`src/rtl/bus_frame_pkg.sv`:
```
// Shared definitions for the time-multiplexed pad frame interface.
// Provides the slot index type, the slot-end / frame-end decode helpers and
// the default slot length code used after reset.
package bus_frame_pkg;

    // Slot length code in force after reset (slot lasts DEF_LEN_C+1 cycles).
    localparam int DEF_LEN_C = 0;

    typedef int unsigned slot_num_t;

    // Last cycle of the current slot.
    function automatic logic slot_end_f(input logic ena, input int unsigned sub,
                                        input int unsigned len);
        return ena && (sub == len);
    endfunction

    // Last cycle of the last slot, i.e. the frame boundary.
    function automatic logic frame_end_f(input logic ena, input slot_num_t slot,
                                         input slot_num_t last_slot,
                                         input int unsigned sub, input int unsigned len);
        return slot_end_f(ena, sub, len) && (slot == last_slot);
    endfunction

endpackage

```
`src/rtl/bus_frame_timer.sv`:
```
// Slot / sub-slot counters for the pad frame.
// Ports:
//   clk, rst_n      clock, asynchronous active-low reset
//   ena_i           global enable; 0 freezes the counters
//   slot_len_i      requested slot length code, latched only at frame end
//   slot_o          current slot index
//   frame_sync_o    first cycle of slot 0
//   slot_end_o      last cycle of the current slot (qualified by ena_i)
//   frame_end_o     last cycle of the last slot (qualified by ena_i)
module bus_frame_timer
    import bus_frame_pkg::*;
#(
    parameter int NUM_SLOTS = 3,
    parameter int DIV_W     = 4,
    parameter int DEF_LEN   = DEF_LEN_C,
    parameter int SLOT_W    = $clog2(NUM_SLOTS)
) (
    input  logic              clk,
    input  logic              rst_n,
    input  logic              ena_i,
    input  logic [DIV_W-1:0]  slot_len_i,
    output logic [SLOT_W-1:0] slot_o,
    output logic              frame_sync_o,
    output logic              slot_end_o,
    output logic              frame_end_o
);

    logic [SLOT_W-1:0] slot_q, slot_d;
    logic [DIV_W-1:0]  sub_q, sub_d;
    logic [DIV_W-1:0]  len_q, len_d;
    logic              slot_end;
    logic              frame_end;

    always_comb begin
        slot_end  = slot_end_f(ena_i, 32'(sub_q), 32'(len_q));
        frame_end = frame_end_f(ena_i, slot_num_t'(slot_q), slot_num_t'(NUM_SLOTS - 1),
                                32'(sub_q), 32'(len_q));
        slot_d = slot_q;
        sub_d  = sub_q;
        len_d  = len_q;
        if (ena_i) begin
            if (slot_end) begin
                sub_d  = '0;
                slot_d = frame_end ? '0 : slot_q + SLOT_W'(1);
            end else begin
                sub_d = sub_q + DIV_W'(1);
            end
        end
        // Length changes only at the frame boundary so a frame never mixes lengths.
        if (frame_end) begin
            len_d = slot_len_i;
        end
    end

    always_ff @(posedge clk or negedge rst_n) begin
        if (!rst_n) begin
            slot_q <= '0;
            sub_q  <= '0;
            len_q  <= DIV_W'(DEF_LEN);
        end else begin
            slot_q <= slot_d;
            sub_q  <= sub_d;
            len_q  <= len_d;
        end
    end

    assign slot_o       = slot_q;
    assign frame_sync_o = (slot_q == '0) && (sub_q == '0);
    assign slot_end_o   = slot_end;
    assign frame_end_o  = frame_end;

endmodule

```
`src/rtl/bus_frame_mux.sv`:
```
// Time-multiplexed pad interface: drives one OUT_W slice of a frame snapshot
// per slot, generates the divided core clock with edge strobes and samples a
// returned pad byte in the last cycle of slot IN_SLOT.
// Ports:
//   clk, rst_n              clock, asynchronous active-low reset
//   ena                     global enable; 0 freezes all state, clears pulses
//   hold                    suppresses the core clock toggle at frame end
//   slot_len                slot length code (slot_len+1 cycles per slot)
//   frame_in                core status vector, slice k goes out in slot k
//   pad_in                  returned pad byte
//   out_data, slot_idx      pad output and current slot
//   frame_sync              first cycle of slot 0
//   core_clk/rise/fall      divided core clock and its edge strobes
//   in_data, in_valid       last sampled pad byte and its update pulse
module bus_frame_mux
    import bus_frame_pkg::*;
#(
    parameter int OUT_W     = 8,
    parameter int NUM_SLOTS = 3,
    parameter int DIV_W     = 4,
    parameter int DEF_LEN   = DEF_LEN_C,
    parameter int IN_SLOT   = 0,
    parameter int SLOT_W    = $clog2(NUM_SLOTS)
) (
    input  logic                       clk,
    input  logic                       rst_n,
    input  logic                       ena,
    input  logic                       hold,
    input  logic [DIV_W-1:0]           slot_len,
    input  logic [NUM_SLOTS*OUT_W-1:0] frame_in,
    input  logic [OUT_W-1:0]           pad_in,
    output logic [OUT_W-1:0]           out_data,
    output logic [SLOT_W-1:0]          slot_idx,
    output logic                       frame_sync,
    output logic                       core_clk,
    output logic                       core_rise,
    output logic                       core_fall,
    output logic [OUT_W-1:0]           in_data,
    output logic                       in_valid
);

    logic [SLOT_W-1:0]          slot;
    logic                       slot_end;
    logic                       fe;
    logic                       sample;

    logic [NUM_SLOTS*OUT_W-1:0] snap_q, snap_d;
    logic                       core_clk_q, core_clk_d;
    logic                       core_rise_q, core_rise_d;
    logic                       core_fall_q, core_fall_d;
    logic [OUT_W-1:0]           in_data_q, in_data_d;
    logic                       in_valid_q, in_valid_d;

    bus_frame_timer #(
        .NUM_SLOTS (NUM_SLOTS),
        .DIV_W     (DIV_W),
        .DEF_LEN   (DEF_LEN),
        .SLOT_W    (SLOT_W)
    ) u_timer (
        .clk          (clk),
        .rst_n        (rst_n),
        .ena_i        (ena),
        .slot_len_i   (slot_len),
        .slot_o       (slot),
        .frame_sync_o (frame_sync),
        .slot_end_o   (slot_end),
        .frame_end_o  (fe)
    );

    assign sample = slot_end && (slot == SLOT_W'(IN_SLOT));

    always_comb begin
        snap_d      = snap_q;
        core_clk_d  = core_clk_q;
        core_rise_d = 1'b0;
        core_fall_d = 1'b0;
        in_data_d   = in_data_q;
        in_valid_d  = 1'b0;
        // Whole-frame snapshot keeps the pad slices of one frame coherent.
        if (fe) begin
            snap_d = frame_in;
            if (!hold) begin
                core_clk_d  = ~core_clk_q;
                core_rise_d = ~core_clk_q;
                core_fall_d = core_clk_q;
            end
        end
        if (sample) begin
            in_data_d  = pad_in;
            in_valid_d = 1'b1;
        end
    end

    always_ff @(posedge clk or negedge rst_n) begin
        if (!rst_n) begin
            snap_q      <= '0;
            core_clk_q  <= 1'b0;
            core_rise_q <= 1'b0;
            core_fall_q <= 1'b0;
            in_data_q   <= '0;
            in_valid_q  <= 1'b0;
        end else begin
            snap_q      <= snap_d;
            core_clk_q  <= core_clk_d;
            core_rise_q <= core_rise_d;
            core_fall_q <= core_fall_d;
            in_data_q   <= in_data_d;
            in_valid_q  <= in_valid_d;
        end
    end

    always_comb begin
        out_data = '0;
        for (int k = 0; k < NUM_SLOTS; k++) begin
            if (slot == SLOT_W'(k)) begin
                out_data = snap_q[k*OUT_W +: OUT_W];
            end
        end
    end

    assign slot_idx  = slot;
    assign core_clk  = core_clk_q;
    assign core_rise = core_rise_q;
    assign core_fall = core_fall_q;
    assign in_data   = in_data_q;
    assign in_valid  = in_valid_q;

endmodule

```
`config.mk`:
```
export PLATFORM = sky130hd
export DESIGN_NAME = bus_frame_mux
export DESIGN_NICKNAME = d
export VERILOG_FILES = /design/src/rtl/bus_frame_pkg.sv /design/src/rtl/bus_frame_timer.sv /design/src/rtl/bus_frame_mux.sv
export SDC_FILE = /design/constraint.sdc
export NUM_CORES = 1
export LEC_CHECK = 0
export CORE_ASPECT_RATIO = 1.1
export CORE_MARGIN = 10
export CORE_UTILIZATION = 46
export DETAILED_ROUTE_END_ITERATION = 7
export GPL_ROUTABILITY_DRIVEN = 0
export GPL_TIMING_DRIVEN = 1
export PLACE_DENSITY = 0.87
export SLEW_MARGIN = 15
export SYNTH_ARGS = -nofsm -noshare
export SYNTH_HDL_FRONTEND = slang
export SYNTH_SLANG_ARGS = --single-unit
```
`constraint.sdc`:
```
create_clock -name clk -period 2.7 [get_ports clk]
set_input_delay 0.675 -clock clk [delete_from_list [all_inputs] [get_ports clk]]
set_output_delay 0.675 -clock clk [all_outputs]
set_load 0.01 [all_outputs]
```
==> metrics.txt, run 1 <==
Routed Antenna Nets=0; setup TNS=0 ns; skew final=between 0.009 and 0.01 ns; nets=261; #FFs+latches synth=46; CTS tree=yes; synthesized area=2001 µm²; largest net degree at the start of global routing=22; syn_area_per_cell=13.61 µm²; Worst-path clk slew=0.09 ns; sw frac=33.22%; Crit path max-delay family=buffers and inverters; commonest non-fill, non-tap cell in the layout=clkdlybuf4s50_1; Tcrit/Tclk final=94.14%; Hold Slack=0.2038 ns; via count=between 1,000 and 1,500; total die area=roughly 7400 µm²; first-pass GRT wire length=7831 µm; Synth area leader=dfrtp_1; ranking of synthesized cells by area=dfrtp_1 58%, mux2_2 21%, mux2i_1 4.5%; Switch Pwr=993.9 µW; WS Path Type=flop to output port; RSZ-0062 raised after global routing=no; DR WL/cell=between 15 and 20 µm; Yosys warnings=0; sequential fraction of the synthesis area=57.54%; crit path from=u_timer.slot_o[1]$_DFFE_PN0P_; FMAX=393.4 MHz; CTS root buf=clkbuf_8; DIE HEIGHT=roughly 89 µm; Period minus WS final=2.542 ns; final worst slack=0.1581 ns; Final Hold Fails=0; DP Worst Slack=0.3422 ns; Max IR drop VDD=between 0.5 and 0.6 mV; Placeable Area=4254 µm²; initial antenna violation count=0; Levels on crit path=5; Mapped Cells=147; DRC=0; Synth top area share=57.54%; final setup fails=0; worst hold-check path type=input port to asynchronous set/reset pin; worst setup path endpoint=out_data[7]; critical path's slowest cell=clkdlybuf4s50_1; global route overflow=0; Crit Path Max Fanout=10; post-cts resize count=0; CTS Hold Bufs=0; placed insts=266; area delta synth->final=40.21%; CP endpoint kind=output port; Critical Path Start Type=flop; leakage=about 0.0012 µW; DR iter-0 viols=approximately 110; drt total wl=~4700 µm; count of maximum capacitance violations=0; critical-path cell list=nor2b_2, buf_4, nand2_1, o21ai_0, clkdlybuf4s50_1; commonest non-fill, non-tap cells in the layout=61 x clkdlybuf4s50_1, 45 x dfrtp_1, 37 x mux2_2; status=finished, final reports clean; layout cell share with drive strength beyond 1=a little over a quarter; overall global routing resource usage=13.19%; Filler cells=about 340; Unique masters post-synth=24; clock sink count=46; clock power share=between 10% and 20%; Post-Layout Cell Count=274; Die X=82.88 µm; slowest stage delay, CP=0.58 ns; Via density=5.000; Inserted Diodes=0; Clock Path Buffers=2; Slew @ Worst Pin=roughly 0.28 ns; Pre-antenna DRT Iters=4; CTS H-tree depth=2; Num CTS Buffers=5; Power Total=2992 µW; I/O Pins=63; cells on worst reg2reg path=5; Power Density=1067 nW/µm²; required time worst endpoint=roughly 2.0 ns; sequential fraction of design power=41.1%; dpl hpwl=3611 µm; max-slew violations=0; WP data arrival=1.87 ns; port bufs=62; internal power=~2000 µW; Starting Density=a little under half; Post-CTS Setup Inserts=0; power share of the combinational group=44.2%; std cell rows=25; Slew HR=81.07%; register-to-register setup slack=0.63 ns; critical path buffer and inverter count=2; reg-to-reg critical path endpoint=snap_q[9]$_DFFE_PN0P_; vias in the first global route=~1,500; Syn Nets=about 190; worst skew pair latency=0.30 ns; RR Startpoint=u_timer.sub_q[1]$_DFFE_PN0P_
==> per-stage QoR <==
step | instance area, µm² | util [%]
floorplan | 2001 | -
global placement | 2706 | 63.62
detailed placement | 2706 | 63.62
CTS | 2801 | 65.85
global route | 2805 | 65.94
finish | 2805 | 65.94
==> registers in the layout, summed over array words and instances (netlist names) <==
register,flops
core_rise,1
snap_q,24
in_valid,1
u_timer.sub_q,4
core_fall,1
u_timer.len_q,4
in_data,8
u_timer.slot_o,2
core_clk,1
==> power by group through the flow <==
stage / Sequential, µW / Clock [µW] / Combinational [µW]
after floorplan: 1220 / 0 / 688
after global placement: 1220 / 0 / 1300
after detailed placement: 1240 / 0 / 1330
after CTS: 1230 / 452 / 1330
after global routing: 1270 / 477 / 1440
final: 1230 / 439 / 1320
==> cells in the mapped netlist <==
library cell / instances
a2111o_1: 1
dfrtp_1: 46
nor2b_1: 1
ha_1: 2
nand4_1: 1
nor2_1: 5
and2_1: 2
nand2_1: 10
buf_6: 2
nand3_1: 2
nor4_1: 2
nor2_2: 1
buf_1: 2
or2b_2: 1
clkdlybuf4s50_2: 1
inv_1: 3
nor4_4: 1
mux2_2: 37
o21bai_1: 1
clkbuf_1: 1
xor2_1: 6
mux2i_1: 9
nor3_1: 1
o21ai_0: 9
==> kinds of logic (layout without fill, tap and decap cells) <==
group	count (synthesis)	after routing	share of synthesized area (%)
muxes	46	46	25.33
DFF	46	46	57.54
and+or+nand+nor	27	27	7.255
AOI/OAI and AO/OA	11	11	3.189
buffers and inverters	9	82	2.814
xor gates and xnor gates	6	6	2.627
adders and majority gates	2	2	1.251
==> layer usage <==
metal	vias up	wire length, µm	global-route usage, %
li1	654	-	-
met1	672	1945	15.09
met2	40	2401	22.12
met3	4	327	5.196
met4	0	49	4.644
met5	-	0	0
==> worst min-delay path by stage <==
stage          cells past startpoint  slack [ns]                     end                    from
6_report                           1        0.20  snap_q[17]$_DFFE_PN0P_                   rst_n
3_3_place_gp                       1        0.49   snap_q[1]$_DFFE_PN0P_   snap_q[1]$_DFFE_PN0P_
5_1_grt                            1        0.21  snap_q[17]$_DFFE_PN0P_                   rst_n
4_1_cts                            1        0.20  snap_q[17]$_DFFE_PN0P_                   rst_n
2_1_floorplan                      0        0.38    core_clk$_DFFE_PN0P_                   rst_n
3_5_place_dp                       1        0.50  snap_q[10]$_DFFE_PN0P_  snap_q[10]$_DFFE_PN0P_
==> cell type report <==
class                   count  area (µm²)  area share [%]
clock buffers               6       82.58           2.944
clock inverters             2       12.51          0.4460
inverters                   3       11.26          0.4014
multi-input cells          92       795.8           28.37
flip-flops and latches     46        1152           41.08
well taps                  54       67.56           2.409
repair buffers             71       683.2           24.35
Note: power is estimated with default switching activity, not from simulation.
==> inputs of run 2 (changes only) <==
--- a/config.mk
+++ b/config.mk
@@ -6,7 +6,6 @@
 export NUM_CORES = 1
 export LEC_CHECK = 0
 export CORE_ASPECT_RATIO = 1.1
-export CORE_MARGIN = 10
 export CORE_UTILIZATION = 46
 export DETAILED_ROUTE_END_ITERATION = 7
 export GPL_ROUTABILITY_DRIVEN = 0
==> constraint.sdc (replaced) <==
create_clock -name clk -period 2.7 [get_ports clk]
set_input_delay 0.27 -clock clk [delete_from_list [all_inputs] [get_ports clk]]
set_output_delay 0.27 -clock clk [all_outputs]
set_load 0.01 [all_outputs]
==> metrics.txt, run 2 (synthesized netlist as in run 1, its figures left out) <==
CTS root buf=clkbuf_8; largest net degree at the start of global routing=47 (+110%); Post-Layout Cell Count=267 (-2.6%); Placeable Area=4054 µm² (-4.7%); placed insts=259 (-2.6%); worst hold-check path type=input port to asynchronous set/reset pin; Hold Slack=0.1264 ns (-0.07741 ns); CP endpoint kind=flop; Pre-antenna DRT Iters=4 (unchanged); initial antenna violation count=0 (unchanged); FMAX=450.4 MHz (+14%); post-cts resize count=0 (unchanged); vias in the first global route=1,361 (-8.5%); CTS Hold Bufs=0 (unchanged); Largest Register=snap_q; Max IR drop VDD=0.6798 mV (+19%); RSZ-0062 raised after global routing=no; via count=1,342 (-2.0%); I/O Pins=63 (unchanged); Final Hold Fails=0 (unchanged); layout cell share with drive strength beyond 1=24.65% (-2.6 points); count of maximum capacitance violations=0 (unchanged); DIE HEIGHT=71.17 µm (-20%); Period minus WS final=2.220 ns (-0.3218 ns); clock sink count=46 (unchanged); Power Density=1071 nW/µm² (+0.41%); CTS tree=yes; Slew HR=35.37% (-46 points); skew final=0.002903 ns (-0.006878 ns); required time worst endpoint=2.88 ns (+0.85 ns); Slew @ Worst Pin=0.9694 ns (+0.6864 ns); Filler cells=302 (-9.9%); setup TNS=0 ns (unchanged); overall global routing resource usage=18.79% (+5.6 points); Crit Path Max Fanout=10 (unchanged); final setup fails=0 (unchanged); dpl hpwl=2837 µm (-21%); status=finished, final reports clean; leakage=0.001217 µW (-0.90%); std cell rows=24 (-4.0%); Clock Path Buffers=2 (unchanged); Num CTS Buffers=5 (unchanged); Routed Antenna Nets=0 (unchanged); commonest non-fill, non-tap cell in the layout=clkdlybuf4s50_1; area delta synth->final=39.52%; max-slew violations=0 (unchanged); Starting Density=49.35% (+2.3 points); total die area=4617 µm² (-38%); nets=256 (-1.9%); Post-CTS Setup Inserts=0 (unchanged); Power Total=2990 µW (about the same); DR iter-0 viols=70 (-37%); first-pass GRT wire length=6486 µm (-17%); DRC=0 (unchanged); max reg flops=24 (unchanged); DR WL/cell=14.12 µm (-18%); Die X=64.88 µm (-22%); worst skew pair latency=0.29 ns (about the same); global route overflow=0 (unchanged); drt total wl=3770 µm (-20%); CTS H-tree depth=2 (unchanged); commonest non-fill, non-tap cells in the layout=61 x clkdlybuf4s50_1, 46 x dfrtp_1, 37 x mux2_2; port bufs=62 (unchanged); WS Path Type=flop to flop; Critical Path Start Type=flop; WP data arrival=2.40 ns (+0.53 ns); Worst-path clk slew=0.08 ns (about the same); Via density=5.026 (+0.52%); Tcrit/Tclk final=82.22% (-12 points); Inserted Diodes=0 (unchanged)
## run 2: layout make-up
type,instances,area [µm²],area share [%]
Tap cell,52,65.06,2.331
Inverter,3,11.26,0.4034
Clock buffer,5,68.82,2.465
Multi-Input combinational cell,92,793.3,28.42
Timing Repair Buffer,66,658.1,23.58
Sequential cell,46,1151,41.24
Clock inverter,3,43.79,1.569
## run 2: routing by layer
metal	vias to the layer above	GRT usage [%]	part of all wire, %
met1	666	24.07	43
met4	0	7.407	0.88
li1	650	-	-
met5	-	0	0
met2	24	31.02	54
met3	2	3.871	2.5
## run 2: where the power goes
part / switching [µW] / internal (µW)
combinational: 501 / 766
clock: 226 / 277
sequential: 209 / 1010
total: 935 / 2050
## run 2: metrics by stage
| stage | area (µm²) | utilization (%) | setup slack, ns |
|---|---|---|---|
| after floorplan | 2001 | - | 0.6325 |
| after global placement | 2679 | 66.08 | 0.5394 |
| after detailed placement | 2679 | 66.08 | 0.4970 |
| after CTS | 2791 | 68.86 | 0.4700 |
| after global routing | 2791 | 68.86 | 0.3062 |
| final | 2791 | 68.86 | 0.4800 |
## run 2: final timing paths
check / from / to / slack, ns / cells after the start
min: rst_n / u_timer.len_q[0]$_DFFE_PN0P_ / 0.13 / 1
max reg2reg: u_timer.sub_q[1]$_DFFE_PN0P_ / in_data[0]$_DFFE_PN0P_ / 0.48 / 4
min in group clk: snap_q[20]$_DFFE_PN0P_ / snap_q[20]$_DFFE_PN0P_ / 0.51 / 1
min reg2reg: snap_q[20]$_DFFE_PN0P_ / snap_q[20]$_DFFE_PN0P_ / 0.51 / 1
max: u_timer.sub_q[1]$_DFFE_PN0P_ / in_data[0]$_DFFE_PN0P_ / 0.48 / 4
max in group asynchronous: rst_n / in_data[7]$_DFFE_PN0P_ / 1.97 / 1
## run 2: worst max-delay path, stage by stage (launching register included)
cell	delay (ns)
dfrtp_1	0.44
xor2_1	0.18
a2111o_1	0.50
nor4_4	0.58
mux2_2	0.41
==> inputs of run 3 (changes only) <==
--- a/config.mk
+++ b/config.mk
@@ -6,11 +6,11 @@
 export NUM_CORES = 1
 export LEC_CHECK = 0
 export CORE_ASPECT_RATIO = 1.1
-export CORE_UTILIZATION = 46
+export CORE_UTILIZATION = 41
 export DETAILED_ROUTE_END_ITERATION = 7
 export GPL_ROUTABILITY_DRIVEN = 0
 export GPL_TIMING_DRIVEN = 1
-export PLACE_DENSITY = 0.87
+export PLACE_DENSITY = 0.83
 export SLEW_MARGIN = 15
 export SYNTH_ARGS = -nofsm -noshare
 export SYNTH_HDL_FRONTEND = slang
==> constraint.sdc (replaced) <==
create_clock -name clk -period 1.85 [get_ports clk]
set_input_delay 0.185 -clock clk [delete_from_list [all_inputs] [get_ports clk]]
set_output_delay 0.185 -clock clk [all_outputs]
set_load 0.01 [all_outputs]
==> metrics.txt, run 3 (synthesized netlist as in run 1, its figures left out) <==
skew final=0.005265 ns (+0.002362 ns); leakage=0.001439 µW (+18%); CTS H-tree depth=2 (unchanged); std cell rows=26 (+8.3%); slowest stage delay, CP=0.49 ns (-0.09 ns); nets=274 (+7.0%); Filler cells=335 (+11%); Final Instance Area=3119 µm² (+12%); Largest Register=snap_q; Die X=68.61 µm (+5.7%); status=finished, violations left; power share of the combinational group=48.5% (+6.1 points); max-slew violations=0 (unchanged); clock power share=12.8% (-4.0 points); Clock Path Buffers=2 (unchanged); Power Total=4668 µW (+56%); global route overflow=0 (unchanged); drt total wl=4644 µm (+23%); first-pass GRT wire length=7314 µm (+13%); sequential fraction of design power=38.7% (-2.1 points); Crit Path Max Fanout=7 (-3); WP data arrival=2.06 ns (-0.34 ns); Pre-antenna DRT Iters=4 (unchanged); commonest non-fill, non-tap cells in the layout=52 x clkdlybuf4s50_1, 44 x dfrtp_1, 36 x mux2_4; max reg flops=24 (unchanged); Hold Slack=0.4552 ns (+0.3289 ns); clock sink count=46 (unchanged); RSZ-0062 raised after global routing=yes; Post-Layout Cell Count=289 (+8.2%); required time worst endpoint=2.03 ns (-0.85 ns); worst skew pair latency=0.30 ns (about the same); Slew HR=54.66% (+19 points); Switch Pwr=1512 µW (+62%); Tcrit/Tclk final=101.6% (+19 points); Max IR drop VDD=0.7833 mV (+15%); Critical Path Start Type=flop; DR WL/cell=16.07 µm (+14%); critical-path cell list=xor2_1, a2111o_1, nor2_4, buf_12, buf_12, mux2_4; via count=1,462 (+8.9%); sw frac=32.39% (+1.1 points); dpl hpwl=3271 µm (+15%); Via density=5.059 (+0.65%); setup TNS=-0.5434 ns (-0.5434 ns); final setup fails=32 (+32); commonest non-fill, non-tap cell in the layout=clkdlybuf4s50_1; Final Hold Fails=0 (unchanged); Power Density=1497 nW/µm² (+40%); Worst-path clk slew=0.08 ns (about the same); Num CTS Buffers=5 (unchanged); worst hold-check path type=input port to asynchronous set/reset pin; largest net degree at the start of global routing=32 (-32%); initial antenna violation count=0 (unchanged); FMAX=532.1 MHz (+18%); failing checks=setup timing; I/O Pins=63 (unchanged); DIE HEIGHT=75.27 µm (+5.8%); final worst slack=-0.02950 ns (-0.5095 ns); count of maximum capacitance violations=0 (unchanged); total die area=5164 µm² (+12%); CTS tree=yes; Routed Antenna Nets=0 (unchanged); port bufs=62 (unchanged); internal power=3156 µW (+54%); Starting Density=43.01% (-6.3 points); overall global routing resource usage=20.06% (+1.3 points); CTS root buf=clkbuf_8; CP endpoint kind=flop; area delta synth->final=55.91%; DR iter-0 viols=30 (-57%); critical path's slowest cell=a2111o_1; Placeable Area=4652 µm² (+15%); Most Frequent Cell on Critical Path=buf_12; placed instance area=2831 µm² (+5.7%); DRC=0 (unchanged); placed insts=274 (+5.8%); Slew @ Worst Pin=0.6801 ns (-0.2894 ns); vias in the first global route=1,559 (+15%); layout cell share with drive strength beyond 1=31.76% (+7.1 points); WS Path Type=flop to flop; Inserted Diodes=0 (unchanged); Period minus WS final=1.879 ns (-0.3405 ns)
run 3: cell count changes in the layout (fill, tap and decap cells not counted), sizes merged:
| cell | before | now |
|---|---|---|
| dlygate4sd2 | 0 | 8 |
| clkinv | 1 | 2 |
| inv | 4 | 3 |
| buf | 5 | 22 |
| dlygate4sd3 | 0 | 1 |
| clkbuf | 5 | 6 |
| bufinv | 1 | 0 |
| clkdlybuf4s50 | 61 | 52 |
| dlymetal6s2s | 0 | 1 |
run 3: routing by layer:
| metal | global-route usage, % | share of wire [%] | vias up |
|---|---|---|---|
| li1 | - | - | 679 |
| met1 | 24.78 | 43 | 724 |
| met2 | 32.68 | 50 | 49 |
| met3 | 5.606 | 5.6 | 10 |
| met4 | 8.565 | 2.0 | 0 |
| met5 | 0 | 0 | - |
run 3: worst max-delay path: cells and delay by family, from the launching register on:
kind | cells | cell delay, ns
simple gates | 1 | 0.16
mux | 1 | 0.30
compound gates | 1 | 0.49
buf+inv | 2 | 0.26
xor+xnor | 1 | 0.16
flops | 1 | 0.39
run 3: final timing paths:
| path | slack (ns) | from | end | cells after the start |
|---|---|---|---|---|
| max in group asynchronous | 0.79 | rst_n | core_fall$_DFF_PN0_ | 3 |
| worst min-delay path | 0.46 | rst_n | snap_q[15]$_DFFE_PN0P_ | 2 |
| worst max register to register | -0.03 | u_timer.len_q[1]$_DFFE_PN0P_ | u_timer.len_q[0]$_DFFE_PN0P_ | 6 |
| worst min register to register | 0.51 | core_clk$_DFFE_PN0P_ | core_rise$_DFF_PN0_ | 1 |
| min in group clk | 0.46 | hold | core_rise$_DFF_PN0_ | 2 |
| worst max-delay path | -0.03 | u_timer.len_q[1]$_DFFE_PN0P_ | u_timer.len_q[0]$_DFFE_PN0P_ | 6 |
run 3: cell type report:
cell class                 instances  area (µm²)  area share [%]
clock buffer                       6       72.57           2.327
clock inverter                     2       13.76          0.4412
inverter                           3       11.26          0.3610
multi-input combinational         92       944.7           30.28
sequential                        46        1154           36.98
tap                               56       70.07           2.246
timing repair buffer              84       853.3           27.36
run 3: what timing repair did:
| item | 4_1_cts | 5_1_grt |
|---|---|---|
| gates resized for setup | 38 | 6 |
| endpoints found under the setup margin | 30 | 40 |
| hold buffers | 1 | 0 |
| buffers inserted | 2 | 2 |
| pin swaps | 2 | 3 |
| endpoints found under the hold margin | 29 | 0 |
| gates cloned | 2 | 0 |
run 3: through the flow:
step           setup WS, ns  utilization, %
2_1_floorplan      -0.09731               -
3_3_place_gp        0.01747           60.87
3_5_place_dp       -0.02643           60.87
4_1_cts             -0.1685           66.43
5_1_grt            -0.08930           67.05
6_report           -0.02950           67.05
run 3: power by group through the flow:
stage	clock network, µW	logic, µW	registers, µW
after floorplan	0	1120	1790
after global placement	0	2070	1770
after detailed placement	0	2130	1800
after CTS	622	2250	1800
after global routing	673	2440	1860
final	598	2260	1810
